===== src/rtl/alu_control.sv =====
// alu_control: registered ALU operation decoder for the RV32 datapath
// Ports:
//   clk          rising-edge clock
//   rst          asynchronous active-high reset
//   instruccion  instruction word (only bit 30 and bits 14:12 are decoded)
//   ALU_OP       operation class from the main decoder
//   in_valid     instruccion/ALU_OP valid this cycle
//   alu_inst     registered op select: 00 ADD, 01 SUB, 10 AND, 11 OR
//   out_valid    alu_inst/illegal reflect an input accepted on the previous edge
//   illegal      registered flag for unsupported ALU_OP/funct3 combinations
module alu_control #(
    parameter int width_instruction = 32
) (
    input  logic                         clk,
    input  logic                         rst,
    input  logic [width_instruction-1:0] instruccion,
    input  logic [1:0]                   ALU_OP,
    input  logic                         in_valid,
    output logic [1:0]                   alu_inst,
    output logic                         out_valid,
    output logic                         illegal
);
    logic [2:0] funct3;
    logic       f7b5;
    logic [1:0] dec_inst;
    logic       dec_ill;
    logic       unused_bits;
    assign funct3 = instruccion[14:12];
    assign f7b5   = instruccion[30];
    assign unused_bits = &{1'b0, instruccion};
    // R-type only supports funct3 000 (ADD/SUB), 110 (OR) and 111 (AND)
    assign dec_ill  = ALU_OP == 2'b11 || (ALU_OP == 2'b10 && funct3 != 3'b000 && funct3[2:1] != 2'b11);
    assign dec_inst = ALU_OP == 2'b01 ? 2'b01 :
                      ALU_OP != 2'b10 ? 2'b00 :
                      funct3 == 3'b000 ? {1'b0, f7b5} :
                      funct3 == 3'b111 ? 2'b10 :
                      funct3 == 3'b110 ? 2'b11 : 2'b00;
    always_ff @(posedge clk or posedge rst) begin
        if (rst) begin
            alu_inst  <= 2'b00;
            illegal   <= 1'b0;
            out_valid <= 1'b0;
        end else begin
            out_valid <= in_valid;
            if (in_valid) begin
                alu_inst <= dec_inst;
                illegal  <= dec_ill;
            end
        end
    end
endmodule


===== config.mk =====
export PLATFORM = sky130hd
export DESIGN_NAME = alu_control
export DESIGN_NICKNAME = d
export VERILOG_FILES = /design/src/rtl/alu_control.sv
export SDC_FILE = /design/constraint.sdc
export NUM_CORES = 1
export LEC_CHECK = 0
export CORE_AREA = 2 2 39 41
export CTS_CLUSTER_SIZE = 25
export DETAILED_ROUTE_END_ITERATION = 7
export DIE_AREA = 0 0 41 43
export GPL_TIMING_DRIVEN = 0
export PLACE_DENSITY = 0.67
export SLEW_MARGIN = 20
export SYNTH_ARGS = -nofsm -noshare
export SYNTH_HDL_FRONTEND = slang
export SYNTH_SLANG_ARGS = --single-unit

===== constraint.sdc =====
create_clock -name clk -period 1.15 [get_ports clk]
set_clock_uncertainty 0.1 [all_clocks]
set_input_delay 0.1725 -clock clk [delete_from_list [all_inputs] [get_ports clk]]
set_output_delay 0.1725 -clock clk [all_outputs]
set_load 0.02 [all_outputs]

======== Yosys cells after proc, flatten, opt, wreduce, memory -nomap -nowiden ========
Cells that the tools add are included.
cells by class
  reduce and logical (&&, ||, !) cells .... 5
  equality and inequality tests ........... 7
  mux-type cells .......................... 5
operator list
  kind                  number
  $mux W2               5
  $eq A3 B3 Y1 const B  2
  $eq A2 B2 Y1 const B  2
  $ne A2 B2 Y1 const B  2
  $logic_not A3 Y1      1
  $reduce_bool A3 Y1    1
  $eq A2 B1 Y1 const B  1
  $logic_and A1 B1 Y1   2
  $logic_or A1 B1 Y1    1
word-level totals
  register bits after elaboration ......... 4
  word-level logic and storage cells ...... 20
  output and inout bits ................... 4

======== Logic depth before layout (Yosys ltp) ========
  depth after elaboration ................. 6
  depth in mapped cells ................... 3
  mapped depth without buffers ............ 3

======== Least setup slack after synthesis ========
OpenSTA, ideal clock, no wires.
  kind .................................... register to register
  from .................................... register illegal (netlist name)
  to ...................................... register illegal
  clock period less this slack ............ 0.964 ns
  path buffers ............................ 0
  data arrival time ....................... 0.745 ns
  data required time ...................... 0.930 ns
  cell stages (with the launch flop) ...... 3
  slack ................................... 0.186 ns
  path through ............................ dfrtp_1 -> nor2b_1 -> a31o_1
RTL lines
  item                    RTL line  text
  end signal: assignment  47        illegal <= dec_ill;
  end: declaration        21        output logic illegal

======== Worst setup path in the final report ========
  from .................................... register alu_inst[1]
  to ...................................... output port alu_inst[1]
RTL lines
  item                      RTL line  text
  start: declaration        19        output logic [1:0] alu_inst,
  start signal: assignment  46        alu_inst <= dec_inst;
No word-level cell between the ends.

==> impl_metrics.py <==
metrics = {
    "worst_setup_path": {
        "crit_required_ps": 880,
        "crit_path_cell_trace": "clkdlybuf4s15_2",
        "worst-endpoint-arrival_ps": 850,
        "r2r-end": "illegal",
        "critical-path-top-delay-family": "flip-flops",
        "cp-endpoint": "alu_inst[1]",
        "crit_slowest_cell": "dfrtp_1",
        "r2r_cells": 2,
        "crit_path_start_kind": "flip-flop",
        "critPathLaunch": "alu_inst[1]",
        "criticalPathCategory": "reg -> out",
        "regToRegStartpoint": "illegal",
        "endpoint_kind": "output pin",
        "reg2reg_slack_ps": 260,
        "cp_max_fo": 2,
        "cp.depth": 1,
        "slowest_delay_ps": 370,
        "cp.buffers_inverters": 1,
    },
    "placement": {
        "gp_congestion": 0.703,
        "placed_cells": 48,
        "port_buffers": 12,
        "dpl_cell_area_um2": 338,
    },
    "sta": {
        "tightestPinTransition_ps": 201,
        "min_period_ps": 1120,
        "max_clock_freq_mhz": 893,
        "final_max_slew_viol_count": 0,
        "report.final.setup_viol": 0,
        "period_share": 0.974,
        "rsz0062_at_grt": "false",
        "hold_ws_ps": 19.3,
        "hold_violations": 0,
        "slew_headroom": 0.865,
    },
    "cts": {
        "cts_setup_buffers": 0,
        "cts_root_buf": "clkbuf_4",
        "clkSinkCount": 4,
        "numCtsBuffers": 3,
        "htreeDepth": 1,
        "tritoncts": "done",
        "clock_latency_ps": 230,
        "clock_path_buffers": 2,
        "clkTransAtPathRegs_ps": 40,
    },
    "drt": {
        "ant_nets": 0,
        "vias_per_cell": 3.73,
        "routed_wirelength_um": 405,
        "drc": 0,
        "via_count": 190,
        "post_drt_wl_per_cell_um": 7.94,
        "dr.pass1.iters": 2,
        "drt-initial-drc-count": 3,
    },
    "layout": {
        "final_cells": 51,
        "fin_area_um2": 357,
        "num-nets-final": 74,
        "fill_cells": 155,
        "final_cell_mix": "clkdlybuf4s50_1 (6), dfrtp_1 (4), inv_1 (3), clkbuf_4 (3)",
        "syn_to_final_growth_pct": 80.4,
        "drive_gt1_frac": 0.286,
        "antenna_cells": 0,
        "mostFrequentLayoutCell": "clkdlybuf4s50_1",
    },
    "power": {
        "internal_power_mw": 0.313,
        "power.density_nw_per_um2": 1150,
        "swShare": 0.235,
        "pwr-share-comb": 0.200,
        "p_leak_nw": 0.171,
        "power.switching_mw": 0.0961,
        "ir_drop_mv": 0.197,
        "seqPwrFrac": 0.381,
        "pwr-share-clk": 0.419,
    },
    "run": {
        "drv_cap": 0,
    },
    "logic_synthesis": {
        "avgSynthCellArea_um2": 9.88,
        "synthCells": 20,
        "syn-cell-area_um2": 198,
        "synth_nets": 57,
        "synth_warnings": 0,
        "yosysSeqAreaShare": 0.506,
        "ys_seq_elements": 4,
        "yosysUniqueCellTypes": 15,
    },
    "global_route": {
        "grt-ovfl-total": 0,
        "antenna_found_initial": 0,
        "grt_pass1_vias": 185,
        "grt_pass1_wl_um": 641,
        "grtUsageTotal": 0.0584,
        "grt_max_degree": 8,
    },
    "die": {
        "die_y_um": 43,
        "dieArea_um2": 1760,
        "die_w_um": 41,
        "coreArea_um2": 1380,
        "ios": 41,
        "num_rows": 14,
        "start_util": 0.143,
    },
    "worst_hold_path": {
        "holdCritPathClass": "in -> async",
    },
    "status": {
        "status": "complete, no violations",
    },
}
-- logic make-up (layout without fill, tap and decap cells) --
| kind of cell | count (synthesis) | in the layout | share of synthesized area |
|---|---|---|---|
| compound gates | 5 | 5 | 0.177 |
| flops | 4 | 4 | 0.506 |
| simple gates | 8 | 8 | 0.259 |
| buf+inv | 3 | 18 | 0.0570 |
-- per-layer routing --
layer,vias up,global-route usage,wire length (um),share of wire
met2,11,0.0656,170,0.42
met3,0,0.0157,49,0.12
li1,99,-,-,-
met4,0,0.0800,0,0
met5,-,0,0,0
met1,80,0.0712,185,0.46
-- worst min-delay path by stage --
stage               from     endpoint  slack, ps  cells past startpoint
floorplan            rst  alu_inst[0]       -160                      1
global placement     rst    out_valid        270                      2
detailed placement   rst  alu_inst[1]        260                      2
CTS                  rst      illegal         20                      2
global route         rst      illegal         40                      2
finish               rst      illegal         20                      2
-- worst reg2reg max path: cells and delay by family (launching register included) --
kind	cells	cell delay, ps
AOI/OAI and AO/OA	1	180
and+or+nand+nor	1	130
DFF	1	370
-- cells in the mapped netlist, drive strengths merged --
cell type / number / share of area
inv: 3 / 0.057
nor3b: 1 / 0.038
a31oi: 1 / 0.032
o21ai: 1 / 0.025
dfrtp: 4 / 0.51
and2b: 1 / 0.044
nor3: 1 / 0.025
and2: 1 / 0.044
nand3: 1 / 0.025
nand2b: 1 / 0.032
nor2b: 1 / 0.032
a31o: 1 / 0.044
o211ai: 1 / 0.038
nor2: 1 / 0.019
o21bai: 1 / 0.038
-- sequential cells by signal, summed over array words and instances (netlist names) --
register,cells
illegal,1
alu_inst,2
out_valid,1
-- area by class of cell --
cell class / instances / area, um2 / area share
multi-input combinational: 13 / 91.3 / 0.256
tap: 16 / 20.0 / 0.0561
timing repair buffer: 12 / 111 / 0.312
clock buffer: 3 / 22.5 / 0.0632
inverter: 3 / 11.3 / 0.0316
sequential: 4 / 100 / 0.281
-- per-stage QoR --
step                 util  worst slack, ps  setup TNS, ps  power [mW]
floorplan               -              186              0       0.193
global placement    0.244             -184           -607       0.248
detailed placement  0.244             -194           -672       0.249
CTS                 0.263             3.08              0       0.423
global route        0.258             5.60              0       0.435
finish              0.258             29.9              0       0.409
-- repair_timing --
item	4_1_cts	5_1_grt
setup endpoints to repair	4	4
hold buffers	0	0
gates resized for setup	11	6
endpoints found under the hold margin	0	0
-- power by group through the flow --
stage          logic, mW  registers, mW  clock network (mW)
6_report          0.0820          0.156               0.171
5_1_grt           0.0914          0.157               0.186
2_1_floorplan     0.0227          0.170                   0
3_5_place_dp      0.0912          0.158                   0
3_3_place_gp      0.0905          0.158                   0
4_1_cts           0.0881          0.156               0.179
Power figures use the tool's default switching activity.
